**src/rtl/calc_pkg.sv**
```systemverilog
// Shared types and constants for the calculator sequencer.
package calc_pkg;

  typedef enum logic [1:0] {
    LOAD_A = 2'd0,
    LOAD_B = 2'd1,
    SETTLE = 2'd2,
    SHOW   = 2'd3
  } state_e;

  localparam logic OP_ADD = 1'b0;
  localparam logic OP_SUB = 1'b1;

endpackage

```
**src/rtl/calc_sequencer_rise_detect.sv**
```systemverilog
// Single-bit registered 0->1 edge detector.
module rise_detect (
  input  logic clk,
  input  logic rst_n,
  input  logic d_i,
  output logic rise_o
);

  logic prev_q;

  // Remember the previous level every cycle, regardless of what the consumer does.
  always_ff @(posedge clk or negedge rst_n) begin
    if (!rst_n) prev_q <= 1'b0;
    else        prev_q <= d_i;
  end

  assign rise_o = d_i & ~prev_q;

endmodule

```
**src/rtl/calc_sequencer.sv**
```systemverilog
// Operand/operation entry sequencer for the external add/sub datapath.
module calc_sequencer
  import calc_pkg::*;
#(
  parameter int n             = 6,
  parameter int SETTLE_CYCLES = 2
) (
  input  logic         clk,
  input  logic         rst_n,
  input  logic         btn_enter,
  input  logic         btn_clear,
  input  logic [n-1:0] sw_operand,
  input  logic         sw_op,
  output logic [n-1:0] op_a,
  output logic [n-1:0] op_b,
  output logic         sel_sub,
  input  logic [n-1:0] sel_res,
  input  logic         sel_neg,
  output logic [n-1:0] result,
  output logic         result_neg,
  output logic         result_valid,
  output logic [1:0]   state_code,
  output logic         busy
);

  localparam logic [3:0] CNT_INIT = 4'(SETTLE_CYCLES - 1);

  state_e       state_q, state_d;
  logic [n-1:0] op_a_q, op_a_d;
  logic [n-1:0] op_b_q, op_b_d;
  logic         sel_sub_q, sel_sub_d;
  logic [n-1:0] result_q, result_d;
  logic         result_neg_q, result_neg_d;
  logic         result_valid_q, result_valid_d;
  logic [3:0]   cnt_q, cnt_d;
  logic         enter_rise;

  rise_detect u_enter_rise (
    .clk    (clk),
    .rst_n  (rst_n),
    .d_i    (btn_enter),
    .rise_o (enter_rise)
  );

  // State and datapath-facing registers.
  always_ff @(posedge clk or negedge rst_n) begin
    if (!rst_n) begin
      state_q        <= LOAD_A;
      op_a_q         <= '0;
      op_b_q         <= '0;
      sel_sub_q      <= 1'b0;
      result_q       <= '0;
      result_neg_q   <= 1'b0;
      result_valid_q <= 1'b0;
      cnt_q          <= '0;
    end else begin
      state_q        <= state_d;
      op_a_q         <= op_a_d;
      op_b_q         <= op_b_d;
      sel_sub_q      <= sel_sub_d;
      result_q       <= result_d;
      result_neg_q   <= result_neg_d;
      result_valid_q <= result_valid_d;
      cnt_q          <= cnt_d;
    end
  end

  // Next-state logic; Clear overrides everything, including a coincident Enter edge.
  always_comb begin
    state_d        = state_q;
    op_a_d         = op_a_q;
    op_b_d         = op_b_q;
    sel_sub_d      = sel_sub_q;
    result_d       = result_q;
    result_neg_d   = result_neg_q;
    result_valid_d = result_valid_q;
    cnt_d          = cnt_q;

    if (btn_clear) begin
      state_d        = LOAD_A;
      op_a_d         = '0;
      op_b_d         = '0;
      sel_sub_d      = 1'b0;
      result_d       = '0;
      result_neg_d   = 1'b0;
      result_valid_d = 1'b0;
      cnt_d          = '0;
    end else begin
      unique case (state_q)
        LOAD_A: if (enter_rise) begin
          op_a_d    = sw_operand;
          sel_sub_d = (sw_op == OP_SUB);
          state_d   = LOAD_B;
        end
        LOAD_B: if (enter_rise) begin
          op_b_d  = sw_operand;
          cnt_d   = CNT_INIT;
          state_d = SETTLE;
        end
        // Enter edges here are deliberately dropped; the detector still tracks the level.
        SETTLE: begin
          if (cnt_q != 4'd0) begin
            cnt_d = cnt_q - 4'd1;
          end else begin
            result_d       = sel_res;
            result_neg_d   = sel_neg;
            result_valid_d = 1'b1;
            state_d        = SHOW;
          end
        end
        SHOW: if (enter_rise) begin
          result_valid_d = 1'b0;
          state_d        = LOAD_A;
        end
        default: state_d = LOAD_A;
      endcase
    end
  end

  assign op_a         = op_a_q;
  assign op_b         = op_b_q;
  assign sel_sub      = sel_sub_q;
  assign result       = result_q;
  assign result_neg   = result_neg_q;
  assign result_valid = result_valid_q;
  assign state_code   = state_q;
  assign busy         = (state_q == SETTLE);

endmodule

```
**config.mk**
```make
export PLATFORM = sky130hd
export DESIGN_NAME = calc_sequencer
export DESIGN_NICKNAME = d
export VERILOG_FILES = /design/src/rtl/calc_pkg.sv /design/src/rtl/calc_sequencer_rise_detect.sv /design/src/rtl/calc_sequencer.sv
export SDC_FILE = /design/constraint.sdc
export NUM_CORES = 1
export LEC_CHECK = 0
export CAP_MARGIN = 25
export CORE_UTILIZATION = 25
export CTS_CLUSTER_DIAMETER = 150
export DETAILED_ROUTE_END_ITERATION = 8
export PLACE_DENSITY_LB_ADDON = 0.05
export SLEW_MARGIN = 20
export SYNTH_ARGS = -nofsm -noshare
export SYNTH_HDL_FRONTEND = slang
export SYNTH_SLANG_ARGS = --single-unit
```
**constraint.sdc**
```tcl
create_clock -name clk -period 1.9 [get_ports clk]
set_input_delay 0.19 -clock clk [delete_from_list [all_inputs] [get_ports clk]]
set_output_delay 0.19 -clock clk [all_outputs]
set_load 0.02 [all_outputs]
```
==> reports/results.txt <==
clock slew seen by the registers of the worst setup and hold paths = 0.10 ns
effective utilization at floorplan = 26.7%
share of the core filled with cells = 37.8%
unrepaired setup endpoints after global routing = false
Cell Count Post-Placement = 241
number of vias after detailed routing = 1102
result of the run = finished clean
Setup Slack @ Placement = 0.129 ns
compound-cell area share of the yosys netlist = 10.3%
total inserted antenna cells = 0
cell-by-cell listing of the critical path = inv_1, ha_1, or3b_4, a2bb2oi_2, mux2_1
post-synthesis simple-gate area fraction = 18.1%
largest net degree at the start of global routing = 29
number of placement rows = 26
global placer's final weighted congestion = 0.738
critical path startpoint category = flop
highest cell delay on the worst timing path = 0.43 ns
worst slew slack as a fraction of its limit = 74.5%
fraction of the cycle the final worst path needs = 93.5%
layout-stage area growth over the synthesis result = 41.4%
largest family of logic cells by synthesized area = simple AND/OR/NAND/NOR gates
# nets final = 201
count of H-tree levels built during CTS = 1
Ports = 42
wire length of the first global-routing pass = 5400 microns
fin area = 1980 sq um
horizontal die dimension = 76.8 microns
Avg Vias per Cell = 4.50
buffers and inverters on the worst path = 1
path class of the lowest-slack min-delay path = in2async
total negative slack = 0 ns
Final Slew Violations = 0
area after detailed placement = 1910 sq um
Worst setup EP type = flop
Leak Pwr = 0.877 nW
cell count after synthesis = 131
final hold violation count = 0
global-route usage over all layers = 11.6%
highest fanout seen on the critical path = 5
arrival time reported for the critical path endpoint = 1.95 ns
worst-skew pair later-pin latency = 0.28 ns
clock tree sinks = 28
CTS tree = yes
detailed placement HPWL = 2310 microns
Worst Tran Pin Value = 0.382 ns
vias in the first global route = 1146
netlist area before placement = 1400 sq um
portion of netlist area occupied by mux cells = 11.5%
final wirelength = 3170 microns
total of endpoints with negative setup slack in the final report = 0
required arrival time at the worst endpoint = 2.07 ns
most used cells in the layout excluding fill and tap cells = 40 x clkdlybuf4s50_1, 28 x dfrtp_1, 17 x nor2_1
clk_skew = 0.00297 ns
adder-cell share of the synthesized area = 6.26%
TritonCTS buffer count = 3
number of warnings reported in the yosys synthesis log = 0
Pre-Repair DR Iteration Count = 4
Worst Setup Path Type = reg2reg
remaining antenna violation count after routing = 0
max cap viols = 0
total die area = 5900 sq um
post-synth net total = 156
Root Buffer = clkbuf_8
most common cell after layout, fill and taps aside = clkdlybuf4s50_1
antenna violations before repair = 0
port buffer count = 41
routed wirelength normalized by instance count = 12.9 microns
post-synthesis cell type count = 27
Longest Clk Path Bufs = 2
sum of internal, switching and leakage power = 1.99 mW
y dimension of the die = 76.8 microns
number of DRC violations after detailed-routing iteration 0 = 56
tightest hold margin = 0.280 ns
number of synthesized register bits = 28
core area = 5240 sq um
DRC = 0
fraction of final layout cells with drive strength greater than 1 = 7.43%
post-route insts no fill = 245
peak clock frequency supported by timing = 563 MHz
final critical delay including setup and external delays = 1.78 ns
CP delay by family, top = simple AND/OR/NAND/NOR gates
power density over the cells = 1000 nW/um^2
cell with the largest stage delay on the worst path = or3b_4
post-synthesis average cell area = 10.7 sq um
worst ir drop on vdd = 0.000262 V
count of hold buffers inserted by post-cts repair = 0
part of the Yosys area used for sequential elements = 50.0%
synthesized-area fraction occupied by xor and xnor cells = 0%
final worst setup slack = 0.123 ns
GRT overflow = 0
[worst paths after layout]
check	from	slack, ns	depth (start not counted)	end
worst max-delay path	cnt_q[0]$_DFFE_PN0P_	0.12	5	state_code[0]$_DFFE_PN0P_
worst min-delay path	rst_n	0.28	2	result[0]$_DFFE_PN0P_
worst max register to register	cnt_q[0]$_DFFE_PN0P_	0.12	5	state_code[0]$_DFFE_PN0P_
worst min register to register	op_b[2]$_DFFE_PN0P_	0.53	2	op_b[2]$_DFFE_PN0P_
max in group asynchronous	rst_n	1.34	2	cnt_q[0]$_DFFE_PN0P_
min in group clk	btn_enter	0.47	1	u_enter_rise.prev_q$_DFF_PN0_
[state kept, by name (all words and copies together) (netlist names)]
name / cells
u_enter_rise.prev_q: 1
op_a: 6
state_code: 2
result_valid: 1
result_neg: 1
op_b: 6
sel_sub: 1
result: 6
cnt_q: 4
[cell usage after synthesis]
cell / n / area share (%)
o21ai_0: 1 / 0.36
buf_1: 1 / 0.27
and4bb_2: 1 / 0.89
a31o_1: 1 / 0.63
nor2_1: 17 / 4.6
a2bb2oi_2: 1 / 1.1
nand2_1: 12 / 3.2
and3b_1: 2 / 1.3
nor3_1: 2 / 0.71
nand2b_1: 3 / 1.3
nor2b_1: 3 / 1.3
nor3b_1: 2 / 1.1
and2b_1: 1 / 0.54
ha_1: 7 / 6.3
mux2_1: 1 / 0.80
a22oi_1: 2 / 1.1
a32o_1: 3 / 2.1
mux2i_1: 15 / 11
dfrtp_1: 28 / 50
or3_4: 1 / 0.80
nand3b_1: 3 / 1.6
inv_1: 7 / 1.9
o32ai_1: 4 / 2.5
buf_2: 3 / 1.1
or3b_4: 1 / 0.80
clkbuf_1: 2 / 0.54
a21oi_1: 7 / 2.5
[report_power, final]
part	leakage (nW)	switching [mW]	internal (mW)	total, mW
Combinational	0.460	0.394	0.376	0.770
Clock	0.0357	0.202	0.282	0.485
Sequential	0.382	0.0621	0.670	0.732
Total	0.877	0.658	1.33	1.99
[routing by layer]
metal  vias up  track usage [%]  routed length, microns
li1        541                -                       -
met1       516             14.5                    1440
met2        39             19.6                    1530
met3         6             2.38                     153
met4         0             4.42                      39
met5         -                0                       0
[final cells by class]
class	count	area, sq um
sequential	28	701
fill	532	3260
timing repair buffer	46	447
clock inverter	1	30.0
tap	70	87.6
clock buffer	3	41.3
inverter	7	26.3
multi-input combinational	90	647
[cell families after synthesis]
| kind of cell | Yosys count |
|---|---|
| and+or+nand+nor | 48 |
| buffers and inverters | 13 |
| muxes | 16 |
| adders and majority gates | 7 |
| AOI/OAI and AO/OA | 19 |
| DFF | 28 |
[what timing repair did]
action | CTS | global route
setup endpoints to repair | 1 | 0
setup buffers | 0 | 0
resized for setup | 1 | 0
Power figures use the tool's default switching activity.
